===== src/rtl/hive_stack_ctl.sv =====
// hive_stack_ctl: per-thread stack level tracking and command qualification.
// One registered cycle from request to qualified push/pop/clear commands.
module hive_stack_ctl #(
  parameter int THREADS = 8,
  parameter int ID_W    = 3,
  parameter int STACKS  = 8,
  parameter int STK_W   = 3,
  parameter int DEPTH   = 32,
  parameter int LVL_W   = 6
) (
  input  logic              clk_i,
  input  logic              rst_n_i,
  input  logic              vld_i,
  input  logic [ID_W-1:0]   id_i,
  input  logic [STACKS-1:0] cls_i,
  input  logic [STK_W-1:0]  sa_i,
  input  logic [STK_W-1:0]  sb_i,
  input  logic              pa_i,
  input  logic              pb_i,
  input  logic              psh_i,
  output logic [STACKS-1:0] cls_o,
  output logic [STACKS-1:0] pop_o,
  output logic [STACKS-1:0] psh_o,
  output logic [ID_W-1:0]   id_o,
  output logic [LVL_W-1:0]  lvl_a_o,
  output logic              pop_er_o,
  output logic              psh_er_o,
  output logic [15:0]       er_cnt_o
);

  logic [LVL_W-1:0]  lvl_q [THREADS][STACKS];
  logic [LVL_W-1:0]  lvl_d [THREADS][STACKS];
  logic [LVL_W-1:0]  cur_lvl [STACKS];
  logic [STACKS-1:0] pop_req, psh_req, emp, ful;

  logic [STACKS-1:0] cls_d, cls_q;
  logic [STACKS-1:0] pop_d, pop_q;
  logic [STACKS-1:0] psh_d, psh_q;
  logic [ID_W-1:0]   id_d, id_q;
  logic [LVL_W-1:0]  lvl_a_d, lvl_a_q;
  logic              pop_er_d, pop_er_q;
  logic              psh_er_d, psh_er_q;
  logic [15:0]       er_cnt_d, er_cnt_q;
  logic [1:0]        er_inc;
  logic [16:0]       er_sum;

  always_comb begin
    for (int s = 0; s < STACKS; s++) begin
      pop_req[s] = (pa_i && sa_i == STK_W'(s)) ||
                   (pb_i && sb_i == STK_W'(s));
      psh_req[s] = psh_i && sa_i == STK_W'(s);
      cur_lvl[s] = lvl_q[id_i][s];
      emp[s]     = cur_lvl[s] == '0;
      ful[s]     = cur_lvl[s] == LVL_W'(DEPTH);
    end
  end

  always_comb begin
    lvl_d    = lvl_q;
    cls_d    = '0;
    pop_d    = '0;
    psh_d    = '0;
    pop_er_d = 1'b0;
    psh_er_d = 1'b0;
    id_d     = id_q;
    lvl_a_d  = lvl_a_q;
    if (vld_i) begin
      id_d    = id_i;
      lvl_a_d = cur_lvl[sa_i];
      for (int s = 0; s < STACKS; s++) begin
        if (cls_i[s]) begin
          cls_d[s] = 1'b1;
          lvl_d[id_i][s] = '0;
        end else begin
          // a full stack still accepts a push when a pop frees the slot
          pop_d[s] = pop_req[s] && !emp[s];
          psh_d[s] = psh_req[s] && (!ful[s] || pop_req[s]);
          lvl_d[id_i][s] = cur_lvl[s] + LVL_W'(psh_d[s])
                           - LVL_W'(pop_d[s]);
        end
      end
      pop_er_d = |(pop_req & emp & ~cls_i);
      psh_er_d = |(psh_req & ful & ~pop_req & ~cls_i);
    end
  end

  always_comb begin
    er_inc   = {1'b0, pop_er_d} + {1'b0, psh_er_d};
    er_sum   = {1'b0, er_cnt_q} + {15'b0, er_inc};
    er_cnt_d = er_sum[16] ? 16'hFFFF : er_sum[15:0];
  end

  always_ff @(posedge clk_i or negedge rst_n_i) begin
    if (!rst_n_i) begin
      lvl_q    <= '{default: '0};
      cls_q    <= '0;
      pop_q    <= '0;
      psh_q    <= '0;
      id_q     <= '0;
      lvl_a_q  <= '0;
      pop_er_q <= 1'b0;
      psh_er_q <= 1'b0;
      er_cnt_q <= '0;
    end else begin
      lvl_q    <= lvl_d;
      cls_q    <= cls_d;
      pop_q    <= pop_d;
      psh_q    <= psh_d;
      id_q     <= id_d;
      lvl_a_q  <= lvl_a_d;
      pop_er_q <= pop_er_d;
      psh_er_q <= psh_er_d;
      er_cnt_q <= er_cnt_d;
    end
  end

  assign cls_o    = cls_q;
  assign pop_o    = pop_q;
  assign psh_o    = psh_q;
  assign id_o     = id_q;
  assign lvl_a_o  = lvl_a_q;
  assign pop_er_o = pop_er_q;
  assign psh_er_o = psh_er_q;
  assign er_cnt_o = er_cnt_q;

endmodule

===== config.mk =====
export PLATFORM = sky130hd
export DESIGN_NAME = hive_stack_ctl
export DESIGN_NICKNAME = d
export VERILOG_FILES = /design/src/rtl/hive_stack_ctl.sv
export SDC_FILE = /design/constraint.sdc
export NUM_CORES = 1
export LEC_CHECK = 0
export BUFFER_PORTS_ARGS = -buffer_cell sky130_fd_sc_hd__buf_2
export CORE_MARGIN = 2
export CORE_UTILIZATION = 50
export CTS_CLUSTER_SIZE = 14
export DETAILED_ROUTE_END_ITERATION = 8
export PLACE_DENSITY = 0.69
export SLEW_MARGIN = 20
export SYNTH_ARGS = -nofsm -noshare
export SYNTH_HDL_FRONTEND = slang
export SYNTH_SLANG_ARGS = --single-unit
export TNS_END_PERCENT = 100

===== constraint.sdc =====
create_clock -name clk_i -period 3.6 [get_ports clk_i]
set_clock_uncertainty 0.05 [all_clocks]
set_input_delay 0.18 -clock clk_i [delete_from_list [all_inputs] [get_ports clk_i]]
set_output_delay 0.18 -clock clk_i [all_outputs]
set_load 0.02 [all_outputs]

==> results of run 1 <==
[logic make-up after synthesis]
kind of cell / count (synthesis)
XOR/XNOR: 26
adder cells (fa/ha/maj): 82
multiplexers: 133
AND/OR/NAND/NOR: 719
flip-flops: 435
buffers and inverters: 236
AO/OA/AOI/OAI: 636
[state kept, by name, indices dropped and copies added, names as in the netlist]
signal,count
psh_er_o,1
er_cnt_o,16
pop_o,8
pop_er_o,1
psh_o,8
lvl_a_o,6
lvl_q,384
cls_o,8
id_o,3
[report_power, final]
| part | internal, mW | switching [mW] |
|---|---|---|
| registers | 6.26 | 0.823 |
| logic | 3.47 | 4.09 |
| clock network | 2.83 | 1.95 |
| total | 12.6 | 6.87 |
[worst max-delay path by stage]
stage / slack [ns] / endpoint / startpoint
floorplan: -0.57 / lvl_q[244]$_DFFE_PN0P_ / id_i[1]
global placement: -0.81 / lvl_q[268]$_DFFE_PN0P_ / id_i[1]
detailed placement: -0.91 / lvl_q[40]$_DFFE_PN0P_ / id_i[1]
CTS: -0.38 / er_cnt_o[7]$_DFF_PN0_ / lvl_q[255]$_DFFE_PN0P_
global route: -0.56 / psh_er_o$_DFF_PN0_ / lvl_q[137]$_DFFE_PN0P_
finish: -0.51 / psh_er_o$_DFF_PN0_ / lvl_q[41]$_DFFE_PN0P_
[what timing repair did]
item,in CTS,in global routing
resized for setup,304,254
hold buffers,9,0
buffers inserted,37,18
endpoints found under the hold margin,399,0
gates cloned,0,0
pin swaps,140,88
setup endpoints to repair,291,304
[cell usage in the layout (no fill, tap or decap), drive strengths merged, types with 10 or more instances in the layout]
cell type,synthesis,final
nand2,449,449
dfrtp,435,435
buf,48,428
o21ai,400,400
ha,73,73
inv,72,72
clkbuf,116,65
a21oi,62,62
nor2,59,59
mux2i,55,55
mux2,50,50
nand2b,38,38
nand3,30,30
a221oi,29,29
mux4,28,28
nor2b,20,20
a22oi,19,19
xor2,16,16
and2,15,15
nor3,13,13
nor3b,12,12
or3,12,12
and3,12,12
or2,12,12
a221o,11,11
a31oi,10,10
xnor2,10,10
[layout make-up]
cell class                      instances  area (µm²)  area share [%]
Clock inverter                          9       125.1          0.4305
Timing Repair Buffer                  437        3410           11.73
Clock buffer                           65        1366           4.701
Multi-Input combinational cell       1596       12260           42.20
Inverter                               72       282.8          0.9729
Sequential cell                       435       10890           37.45
Tap cell                              585       732.0           2.518
[routing by layer]
metal	track usage [%]	vias to the layer above	share of wire, %
li1	-	8630	-
met1	41.61	9773	40
met2	50.60	896	47
met3	4.241	227	7.3
met4	16.53	0	5.5
met5	0	-	0
[worst max-delay path: cells and delay by family (launching register included)]
kind | cells | cell delay (ns)
AO/OA/AOI/OAI | 3 | 0.81
adder cells (fa/ha/maj) | 1 | 0.15
multiplexers | 1 | 0.27
buffers and inverters | 15 | 1.87
flip-flops | 1 | 0.40
AND/OR/NAND/NOR | 4 | 0.45
[per-stage QoR]
| step | utilization, % | power, mW | hold WS [ns] |
|---|---|---|---|
| floorplan | - | 10.50 | -0.1656 |
| global placement | 58.49 | 12.54 | 0.04241 |
| detailed placement | 58.49 | 12.81 | 0.04462 |
| CTS | 64.94 | 18.47 | 0.0007830 |
| global route | 67.03 | 20.38 | 0.03879 |
| finish | 67.03 | 19.42 | 0.04173 |
==> results.py, run 1 <==
metrics = {
    "critical_path": {
        "reg2reg_slack_ns": -0.51,
        "critPathMaxFanout": 2,
        "cp-start-kind": "flop",
        "critPathArrivalTime_ns": 4.53,
        "critPathKind": "flop to flop",
        "crit_path_max_incr_delay_ns": 0.40,
        "cp_common_cell": "buf_4",
        "worst-endpoint-required_ns": 4.02,
        "regToRegStartpoint": "lvl_q[41]$_DFFE_PN0P_",
        "worstReg2RegEnd": "psh_er_o$_DFF_PN0_",
        "cpMaxStageDelayCell": "dfrtp_1",
        "crit_path_cell_trace": "mux2_4 -> a221oi_2 -> nor2_1 -> a221oi_2 -> buf_4 -> inv_2 -> ha_4 -> and2_4 -> nand4_1 -> nand4_1 -> buf_4 -> buf_4 -> buf_4 -> buf_4 -> buf_4 -> buf_4 -> buf_4 -> buf_4 -> buf_4 -> buf_4 -> buf_4 -> buf_4 -> buf_4 -> o311a_1",
        "reg2regPathDepth": 24,
        "end_kind": "flop",
    },
    "sta": {
        "rsz0062_at_grt": "true",
        "finalHoldViolCount": 0,
        "relSlewSlack_pct": 38.53,
        "setup_tns_ns": -28.22,
        "worst_slew_pin_slew_ns": 0.9212,
        "finalCriticalPeriod_ns": 4.112,
        "fin_ws_ns": -0.5117,
        "setup_viol": 157,
        "drv_slew": 0,
        "period_share_pct": 114.2,
        "timing.fmax_mhz": 243.2,
    },
    "yosys": {
        "synthMuxAreaShare_pct": 7.988,
        "synth-adder-area-share_pct": 4.955,
        "netlist.area_leader.share_pct": 49.32,
        "synth_xor_area_share_pct": 1.032,
        "synth_simple_gate_area_share_pct": 14.88,
        "yosys_warnings": 0,
        "synth-seq-cells": 435,
        "synth_top_area_cell": "dfrtp_1",
        "synth-edff-count": 0,
        "syn-num-nets": 2372,
        "syn_avg_cell_area_um2": 9.735,
        "synth_ff_type": "dfrtp_1",
        "async_flop_share_pct": 100.0,
        "synth_cell_types": 88,
        "synth_top_family_by_area": "compound AO/OA/AOI/OAI gates",
        "synth_cells": 2267,
        "synthTopCellsByCount": "449 x nand2_1, 435 x dfrtp_1, 397 x o21ai_0, 116 x clkbuf_1, 73 x ha_1",
        "synth_area_mm2": 0.02207,
        "seq_area_frac_synth_pct": 49.32,
        "synth_compound_area_share_pct": 17.13,
        "yosysMostFrequentCell": "nand2_1",
        "synth_area_leaders": "dfrtp_1 49%, o21ai_0 9.0%, nand2_1 7.6%",
    },
    "clock_tree": {
        "cts_root_buf": "clkbuf_16",
        "cts_tree": "built",
        "ctsHtreeMaxLevel": 2,
        "clock_latency_ns": 0.59,
        "cts.sinks": 435,
        "cts.clk_slew.worst_paths_ns": 0.07,
        "cts_made_buffers": 46,
        "cts_buffer_depth": 3,
    },
    "place": {
        "dp.cells": 3071,
        "place_area_mm2": 0.02536,
        "port_buffers": 73,
        "place_congestion": 0.9834,
        "pre_cts_ws_ns": -0.9109,
        "place_hpwl_um": 48170,
    },
    "finish": {
        "drive_gt1_share_pct": 38.52,
        "fin_nets": 2693,
        "n_antenna_cell": 0,
        "fin_cells": 3199,
        "area_growth_syn_to_layout_pct": 31.70,
        "n_fill_cell": 3193,
        "postLayoutCellArea_mm2": 0.02907,
    },
    "floorplanning": {
        "dieHeight_um": 214.1,
        "pin_count": 74,
        "dieArea_mm2": 0.04584,
        "core-area_mm2": 0.04336,
        "rows": 76,
        "start_util_pct": 50.90,
        "die_w_um": 214.1,
    },
    "power_and_ir_drop": {
        "p_per_area_mw_per_mm2": 668.2,
        "p_leak_nw": 13.36,
        "ir_drop_mv": 0.5151,
    },
    "job": {
        "maxCapViolations": 0,
    },
    "outcome": {
        "failed_checks": "setup timing",
        "status": "finished with violations",
    },
    "routing": {
        "detail_route.iter0.violations": 1691,
        "post_drt_wl_per_cell_um": 22.69,
        "viasPerCell": 6.104,
        "drtPass1Iterations": 5,
        "wl_um": 72580,
        "via_count": 19530,
        "drc_errors": 0,
        "drtAntennaViolNets": 0,
    },
    "grt": {
        "antenna_found_initial": 0,
        "grt_max_degree": 117,
        "grt_overflow_total": 0,
        "grt_pass1_wl_um": 112500,
        "track_usage_pct": 31.38,
        "grt_pass1_vias": 19670,
    },
    "worst_hold_path": {
        "hp-class": "primary input to async pin",
    },
}
No activity file was read; power rests on OpenSTA's default activity.
==> run 2, diff against run 1 <==
--- a/config.mk
+++ b/config.mk
@@ -6,11 +6,11 @@
 export NUM_CORES = 1
 export LEC_CHECK = 0
 export BUFFER_PORTS_ARGS = -buffer_cell sky130_fd_sc_hd__buf_2
-export CORE_MARGIN = 2
+export CORE_MARGIN = 5
 export CORE_UTILIZATION = 50
 export CTS_CLUSTER_SIZE = 14
 export DETAILED_ROUTE_END_ITERATION = 8
-export PLACE_DENSITY = 0.69
+export PLACE_DENSITY = 0.66
 export SLEW_MARGIN = 20
 export SYNTH_ARGS = -nofsm -noshare
 export SYNTH_HDL_FRONTEND = slang
==> constraint.sdc (replaced) <==
create_clock -name clk_i -period 4.69 [get_ports clk_i]
set_clock_uncertainty 0.05 [all_clocks]
set_input_delay 0.2345 -clock clk_i [delete_from_list [all_inputs] [get_ports clk_i]]
set_output_delay 0.2345 -clock clk_i [all_outputs]
set_load 0.02 [all_outputs]
==> results.py, run 2 (synthesized netlist as in run 1, its figures left out) <==
metrics = {
    "grt": {
        "grt_overflow_total": 0,
        "antenna_found_initial": 4,
        "grtUsageMet1_pct": 38.93,
        "grt_pass1_wl_um": 104900,
        "grt_max_degree": 136,
        "grt_pass1_vias": 17780,
        "use_met3_pct": 6.361,
        "grt-busiest-layer": "met2",
        "track_usage_pct": 28.05,
        "use_met2_pct": 44.12,
    },
    "job": {
        "maxCapViolations": 0,
    },
    "sta": {
        "drv_slew": 0,
        "worst_slew_pin_slew_ns": 1.042,
        "fin_ws_ns": 0.3652,
        "period_share_pct": 92.21,
        "rsz0062_at_grt": "false",
        "relSlewSlack_pct": 30.37,
        "setup_viol": 0,
        "finalCriticalPeriod_ns": 4.325,
        "timing.fmax_mhz": 231.2,
        "setup_tns_ns": 0,
        "finalHoldViolCount": 0,
    },
    "finish": {
        "fin_nets": 2475,
        "n_antenna_cell": 0,
        "fin_cells": 2999,
        "final_common_cell": "nand2_1",
        "multiInputGateArea_mm2": 0.01025,
        "drive_gt1_share_pct": 16.70,
        "largest_register_ffs": 384,
        "seq_area_mm2": 0.01089,
        "fin_util_pct": 57.86,
        "layout_common_cells": "442 x nand2_1, 435 x dfrtp_1, 397 x o21ai_0",
        "largest-register": "lvl_q",
        "area_growth_syn_to_layout_pct": 15.18,
        "n_fill_cell": 3860,
    },
    "critical_path": {
        "regToRegStartpoint": "lvl_q[218]$_DFFE_PN0P_",
        "critPathArrivalTime_ns": 4.75,
        "reg2reg_slack_ns": 0.37,
        "worst-endpoint-required_ns": 5.12,
        "critPathKind": "flop to flop",
        "cp-start-kind": "flop",
        "end_kind": "flop",
        "worstReg2RegEnd": "lvl_q[76]$_DFFE_PN0P_",
        "critPathMaxFanout": 8,
        "reg2regPathDepth": 19,
    },
    "place": {
        "place_hpwl_um": 44950,
        "port_buffers": 73,
        "place_congestion": 0.9437,
        "dp.cells": 2905,
        "pre_cts_ws_ns": -0.07980,
    },
    "floorplanning": {
        "dieHeight_um": 220.1,
        "start_util_pct": 50.24,
        "dieArea_mm2": 0.04844,
        "pin_count": 74,
        "rows": 77,
        "die_w_um": 220.1,
        "core-area_mm2": 0.04393,
    },
    "clock_tree": {
        "cts_buffer_depth": 3,
        "cts_made_buffers": 47,
        "cts_root_buf": "clkbuf_16",
        "ctsHtreeMaxLevel": 2,
        "cts_tree": "built",
        "clock_latency_ns": 0.59,
        "cts.sinks": 435,
        "cts.clk_slew.worst_paths_ns": 0.06,
    },
    "routing": {
        "detail_route.iter0.violations": 1829,
        "wl_um": 67250,
        "viasPerCell": 5.964,
        "via_count": 17890,
        "drtAntennaViolNets": 0,
        "drc_errors": 0,
        "post_drt_wl_per_cell_um": 22.42,
        "drtPass1Iterations": 6,
    },
    "power_and_ir_drop": {
        "finalPower_mw": 12.97,
        "ir_drop_mv": 0.3473,
        "p_per_area_mw_per_mm2": 510.1,
        "p_leak_nw": 11.87,
    },
    "outcome": {
        "status": "completed",
    },
    "worst_hold_path": {
        "hold_end": "psh_o[2]$_DFF_PN0_",
        "hp-start": "cls_i[2]",
        "hp-class": "primary input to flop",
        "min_path_cells": 2,
    },
}
## run 2: power breakdown
group	switching [mW]	total [mW]	leakage, nW	internal, mW
Combinational	2.20	3.77	5.30	1.57
Sequential	0.574	5.38	5.78	4.80
Clock	1.55	3.82	0.788	2.27
Total	4.33	13.0	11.9	8.64
## run 2: area by class of cell
type                       instances  area share, %
tap                              592          2.914
clock inverter                    21         0.8909
sequential                       435          42.82
timing repair buffer             218          6.600
clock buffer                      65          5.404
inverter                          72          1.063
multi-input combinational       1596          40.31
## run 2: routing by layer
metal	vias to the layer above	part of all wire, %
li1	8156	-
met1	8823	42
met2	731	46
met3	172	8.7
met4	4	3.6
met5	-	0.040
## run 2: repair_timing
action                                 4_1_cts  5_1_grt
hold buffers                                 6        0
resized for setup                            0        1
setup endpoints to repair                    0        8
setup buffers                                0        2
endpoints found under the hold margin      114        0
## run 2: how the worst max path moves through the flow
stage	startpoint	endpoint	slack, ns	cells past startpoint
3_3_place_gp	id_i[2]	lvl_q[95]$_DFFE_PN0P_	-0.02	20
3_5_place_dp	id_i[2]	lvl_q[95]$_DFFE_PN0P_	-0.08	20
6_report	lvl_q[218]$_DFFE_PN0P_	lvl_q[76]$_DFFE_PN0P_	0.37	19
2_1_floorplan	id_i[2]	er_cnt_o[0]$_DFF_PN0_	0.18	22
4_1_cts	lvl_q[94]$_DFFE_PN0P_	er_cnt_o[5]$_DFF_PN0_	0.24	17
5_1_grt	lvl_q[255]$_DFFE_PN0P_	lvl_q[305]$_DFFE_PN0P_	0.07	17
## run 2: critical path, cell delays in order, from the launching register on
cell and delay, ns:
dfrtp_1 0.38, mux2i_1 0.13, o2bb2ai_1 0.10, a221oi_1 0.43
buf_4 0.19, ha_1 0.18, nand2_1 0.07, or4b_1 0.53
nor2b_1 0.16, ha_1 0.29, inv_1 0.07, ha_1 0.16
inv_1 0.06, fa_1 0.45, inv_1 0.07, a21oi_1 0.05
nor2_1 0.14, nor3_1 0.06, or3_1 0.43, o21ai_0 0.23
## run 2: metrics by stage
stage               cell area [µm²]  hold slack, ns
floorplan                     22070         -0.1111
global placement              23710          0.2893
detailed placement            23710          0.3041
CTS                           25370        0.006733
global route                  25420         0.04074
finish                        25420         0.03757
